[src/rtl/cond_logic.sv]
// cond_logic: condition-field evaluation, NZCV flag register, write-strobe
// gating and saturating debug statistics for the single-cycle ARM datapath.
module cond_logic #(
  parameter int CNT_W = 16
) (
  input  logic             clk,
  input  logic             reset,
  input  logic             en,
  input  logic             clr_cnt,
  input  logic [3:0]       Cond,
  input  logic [3:0]       ALUFlags,
  input  logic [1:0]       FlagW,
  input  logic             PCS,
  input  logic             RegW,
  input  logic             MemW,
  output logic             CondEx,
  output logic             PCSrc,
  output logic             RegWrite,
  output logic             MemWrite,
  output logic [3:0]       Flags,
  output logic [CNT_W-1:0] RetiredCnt,
  output logic [CNT_W-1:0] SquashedCnt,
  output logic [CNT_W-1:0] TakenBrCnt
);

  localparam logic [CNT_W-1:0] CNT_MAX = '1;
  localparam logic [CNT_W-1:0] CNT_ONE = {{(CNT_W-1){1'b0}}, 1'b1};

  logic flag_n, flag_z, flag_c, flag_v;
  logic wr_nz, wr_cv;

  assign flag_n = Flags[3];
  assign flag_z = Flags[2];
  assign flag_c = Flags[1];
  assign flag_v = Flags[0];

  // Condition check uses only the registered flags, so a flag-setting
  // instruction is judged against the flags that existed before it.
  always_comb begin
    CondEx = 1'b0;
    case (Cond)
      4'b0000: CondEx = flag_z;
      4'b0001: CondEx = ~flag_z;
      4'b0010: CondEx = flag_c;
      4'b0011: CondEx = ~flag_c;
      4'b0100: CondEx = flag_n;
      4'b0101: CondEx = ~flag_n;
      4'b0110: CondEx = flag_v;
      4'b0111: CondEx = ~flag_v;
      4'b1000: CondEx = flag_c & ~flag_z;
      4'b1001: CondEx = ~flag_c | flag_z;
      4'b1010: CondEx = (flag_n == flag_v);
      4'b1011: CondEx = (flag_n != flag_v);
      4'b1100: CondEx = ~flag_z & (flag_n == flag_v);
      4'b1101: CondEx = flag_z | (flag_n != flag_v);
      4'b1110: CondEx = 1'b1;
      default: CondEx = 1'b0;
    endcase
  end

  assign PCSrc    = PCS  & CondEx & en;
  assign RegWrite = RegW & CondEx & en;
  assign MemWrite = MemW & CondEx & en;

  assign wr_nz = en & FlagW[1] & CondEx;
  assign wr_cv = en & FlagW[0] & CondEx;

  // NZ and CV halves are written independently; each holds unless enabled.
  always_ff @(posedge clk or posedge reset) begin
    if (reset) begin
      Flags <= 4'b0000;
    end else begin
      if (wr_nz) Flags[3:2] <= ALUFlags[3:2];
      if (wr_cv) Flags[1:0] <= ALUFlags[1:0];
    end
  end

  function automatic logic [CNT_W-1:0] sat_inc(input logic [CNT_W-1:0] v,
                                               input logic inc);
    if (inc && (v != CNT_MAX)) return v + CNT_ONE;
    return v;
  endfunction

  // Statistics counters: clear wins over counting, stall freezes, never wrap.
  always_ff @(posedge clk or posedge reset) begin
    if (reset) begin
      RetiredCnt  <= '0;
      SquashedCnt <= '0;
      TakenBrCnt  <= '0;
    end else if (clr_cnt) begin
      RetiredCnt  <= '0;
      SquashedCnt <= '0;
      TakenBrCnt  <= '0;
    end else if (en) begin
      RetiredCnt  <= sat_inc(RetiredCnt, CondEx);
      SquashedCnt <= sat_inc(SquashedCnt, ~CondEx);
      TakenBrCnt  <= sat_inc(TakenBrCnt, PCSrc);
    end
  end

endmodule
[config.mk]
export PLATFORM = sky130hd
export DESIGN_NAME = cond_logic
export DESIGN_NICKNAME = d
export VERILOG_FILES = /design/src/rtl/cond_logic.sv
export SDC_FILE = /design/constraint.sdc
export NUM_CORES = 1
export LEC_CHECK = 0
export BUFFER_PORTS_ARGS = -buffer_cell sky130_fd_sc_hd__buf_2
export CORE_ASPECT_RATIO = 1.75
export CORE_MARGIN = 10
export CORE_UTILIZATION = 58
export DETAILED_ROUTE_END_ITERATION = 8
export GPL_TIMING_DRIVEN = 1
export PLACE_DENSITY = 0.85
export SLEW_MARGIN = 20
export SYNTH_ARGS = -nofsm -noshare
export SYNTH_HDL_FRONTEND = slang
export SYNTH_SLANG_ARGS = --single-unit
[constraint.sdc]
create_clock -name clk -period 5.7 [get_ports clk]
set_input_delay 0.855 -clock clk [delete_from_list [all_inputs] [get_ports clk]]
set_output_delay 0.855 -clock clk [all_outputs]
set_load 0.1 [all_outputs]
==> results.json <==
{
  "ys_async_sr_fraction_pct": 100,
  "io_pins": 73,
  "via_count": 3066,
  "path_class": "in -> out",
  "htreeDepth": 2,
  "core_um2": 5300,
  "fin_skew_ns": 0.00237,
  "synth_cell_types": 50,
  "grt_pass1_vias": 2891,
  "synth_area_leaders": "dfrtp_1, a21oi_1, or3_1, o31ai_1, mux2_1",
  "die_area_um2": 8960,
  "syn_to_final_growth_pct": 15.5,
  "design_area_um2": 3670,
  "power_frac_comb_pct": 38.3,
  "relSlewSlack_pct": 29.7,
  "wl_per_cell_um": 16.7,
  "syn_nets": 376,
  "tightest_slew_ns": 1.05,
  "synth_area_um2": 3180,
  "chipHeight_um": 118,
  "synth-edff-count": 0,
  "nNetsFinal": 439,
  "vias_per_cell": 6.21,
  "post_cts_buffers": 0,
  "yosysTopAreaCellShare_pct": 40.9,
  "maxCapViolCount": 0,
  "synth-seq-cells": 52,
  "cp.arrival_ns": 2.97,
  "grt_pass1_wl_mm": 13.8,
  "outcome": "complete, no violations",
  "pwr-share-clk_pct": 20.9,
  "num_antenna_cells": 0,
  "synth.most_common_cell": "dfrtp_1",
  "grtUsageTotal_pct": 17.7,
  "syn_inst": 356,
  "clockBufferDepth": 2,
  "multi_input_area_um2": 1750,
  "numCtsBuffers": 5,
  "drive_gt1_share_pct": 23.1,
  "min_period_over_period_pct": 67.2,
  "finalSetupViolCount": 0,
  "avgSynthCellArea_um2": 8.93,
  "crit_fanout": 21,
  "critPathRequiredTime_ns": 4.85,
  "power_density_nw_per_um2": 284,
  "wl_mm": 8.26,
  "gp_congestion": 0.845,
  "fin_crit_ns": 3.83,
  "clockRootBuffer": "clkbuf_8",
  "rsz0062_at_grt": "false",
  "antenna_left": 0,
  "cts-resized-gates": 0,
  "yosys.area.top_type": "dfrtp_1",
  "first_iter_violations": 209,
  "clkTransAtPathRegs_ns": 0.09,
  "synth_common_cells": "dfrtp_1, a21oi_1, or3_1",
  "pwr-share-seq_pct": 40.9,
  "dr.pass1.iters": 5,
  "start_util_pct": 60.0,
  "clock_latency_ns": 0.30,
  "switching_share_pct": 45.4,
  "hpwl_mm": 6.01,
  "switchingPower_uw": 473,
  "ir_drop_mv": 0.348,
  "seq_area_um2": 1300,
  "route.detailed.drc": 0,
  "setup_tns_ns": 0,
  "cp-end-kind": "output port",
  "timing.fmax_mhz": 261,
  "p_int_uw": 570,
  "hold_class": "reg -> reg",
  "antenna_found_initial": 0,
  "gr-total-overflow": 0,
  "die_w_um": 76.0,
  "port_buffers": 72,
  "leakagePower_uw": 0.00163,
  "num_rows": 35,
  "clkSinkCount": 52,
  "synth_seq_area_share_pct": 40.9,
  "cts_tree": "done",
  "holdBufCountCts": 0,
  "place_area_um2": 3580,
  "yosysWarningCount": 0,
  "drv_slew": 0,
  "n_fill_cell": 452,
  "synth_ff_type": "dfrtp_1",
  "cp-start-kind": "input port",
  "grt_max_degree": 60,
  "hold_violations": 0
}
## area by class of cell
cell class              instances  share of cell area, %
multi-input cells             272                   47.6
flip-flops and latches         52                   35.5
repair buffers                 76                   10.6
well taps                      74                   2.52
clock buffers                   6                   2.25
inverters                      12                   1.23
clock inverters                 2                  0.273
## cell families after synthesis
group | synth area share (%)
adders and majority gates | 1.18
DFF | 40.9
muxes | 5.59
and+or+nand+nor | 30.1
AOI/OAI and AO/OA | 16.7
xor gates and xnor gates | 1.38
buffers and inverters | 4.06
## cells in the final DEF, fill, tap and decap left out, types with 2 or more instances in the layout
| master | instances |
|---|---|
| nand3_1 | 20 |
| o31ai_1 | 14 |
| nor4_1 | 8 |
| mux2_1 | 9 |
| and3_1 | 9 |
| o41ai_1 | 3 |
| or4_1 | 12 |
| o21ai_1 | 9 |
| and2_1 | 2 |
| mux2_2 | 5 |
| o21ai_0 | 10 |
| nor2_1 | 21 |
| nand4b_1 | 4 |
| nor2b_1 | 10 |
| clkinv_2 | 2 |
| nor4b_1 | 2 |
| clkbuf_8 | 6 |
| ha_1 | 3 |
| inv_1 | 10 |
| nand3b_1 | 2 |
| buf_4 | 4 |
| or3_1 | 23 |
| nand4_1 | 12 |
| nor4bb_1 | 2 |
| and4_1 | 2 |
| nand2b_1 | 4 |
| xnor2_1 | 3 |
| inv_2 | 2 |
| a21oi_1 | 36 |
| nand2_1 | 19 |
| mux2i_1 | 2 |
| dfrtp_1 | 52 |
| xor2_1 | 2 |
| o31a_1 | 3 |
| buf_2 | 72 |
| nor3_1 | 5 |
## metrics by stage
step | total power [uW] | instances | utilization, % | setup slack (ns) | hold slack, ns
final | 1040 | 494 | 69.3 | 1.87 | 0.585
after detailed placement | 833 | 486 | 67.5 | 1.90 | 0.572
after global placement | 824 | 486 | 67.5 | 2.02 | 0.556
after global routing | 1090 | 494 | 69.3 | 1.70 | 0.617
after CTS | 1050 | 494 | 69.3 | 1.89 | 0.586
after floorplan | 764 | 356 | - | 0.860 | 1.01
## worst max-delay path, stage by stage
cell and delay [ns]:
buf_2 0.22, or3b_1 0.38, a21oi_1 0.22, o31a_1 0.23, nor3_2 0.06, buf_4 0.20, inv_2 0.17, and3_1 0.19
buf_2 0.43
## per-layer routing
metal	vias to the layer above	wire, um	GRT usage, %
met2	88	4460	32.1
met5	-	0	0
met1	1491	3230	19.0
li1	1473	-	-
met3	14	403	4.36
met4	0	167	6.07
## flip-flops by register name (all words and copies together) (netlist names)
name / cells
Flags: 4
RetiredCnt: 16
SquashedCnt: 16
TakenBrCnt: 16
## power groups by stage
stage	registers (uW)	logic (uW)	clock network (uW)
2_1_floorplan	574	190	0
3_3_place_gp	432	392	0
3_5_place_dp	433	400	0
4_1_cts	425	401	224
5_1_grt	429	425	240
6_report	426	399	218
## final timing paths
kind,startpoint,endpoint,slack [ns],depth (start not counted)
worst max-delay path,Cond[0],MemWrite,1.87,9
worst min-delay path,RetiredCnt[11],RetiredCnt[11],0.59,2
worst max register to register,Flags[3],SquashedCnt[12],2.69,6
worst min register to register,RetiredCnt[11],RetiredCnt[11],0.59,2
max in group asynchronous,reset,RetiredCnt[9],4.55,3
min in group asynchronous,reset,RetiredCnt[3],0.71,3
Power figures use the tool's default switching activity.
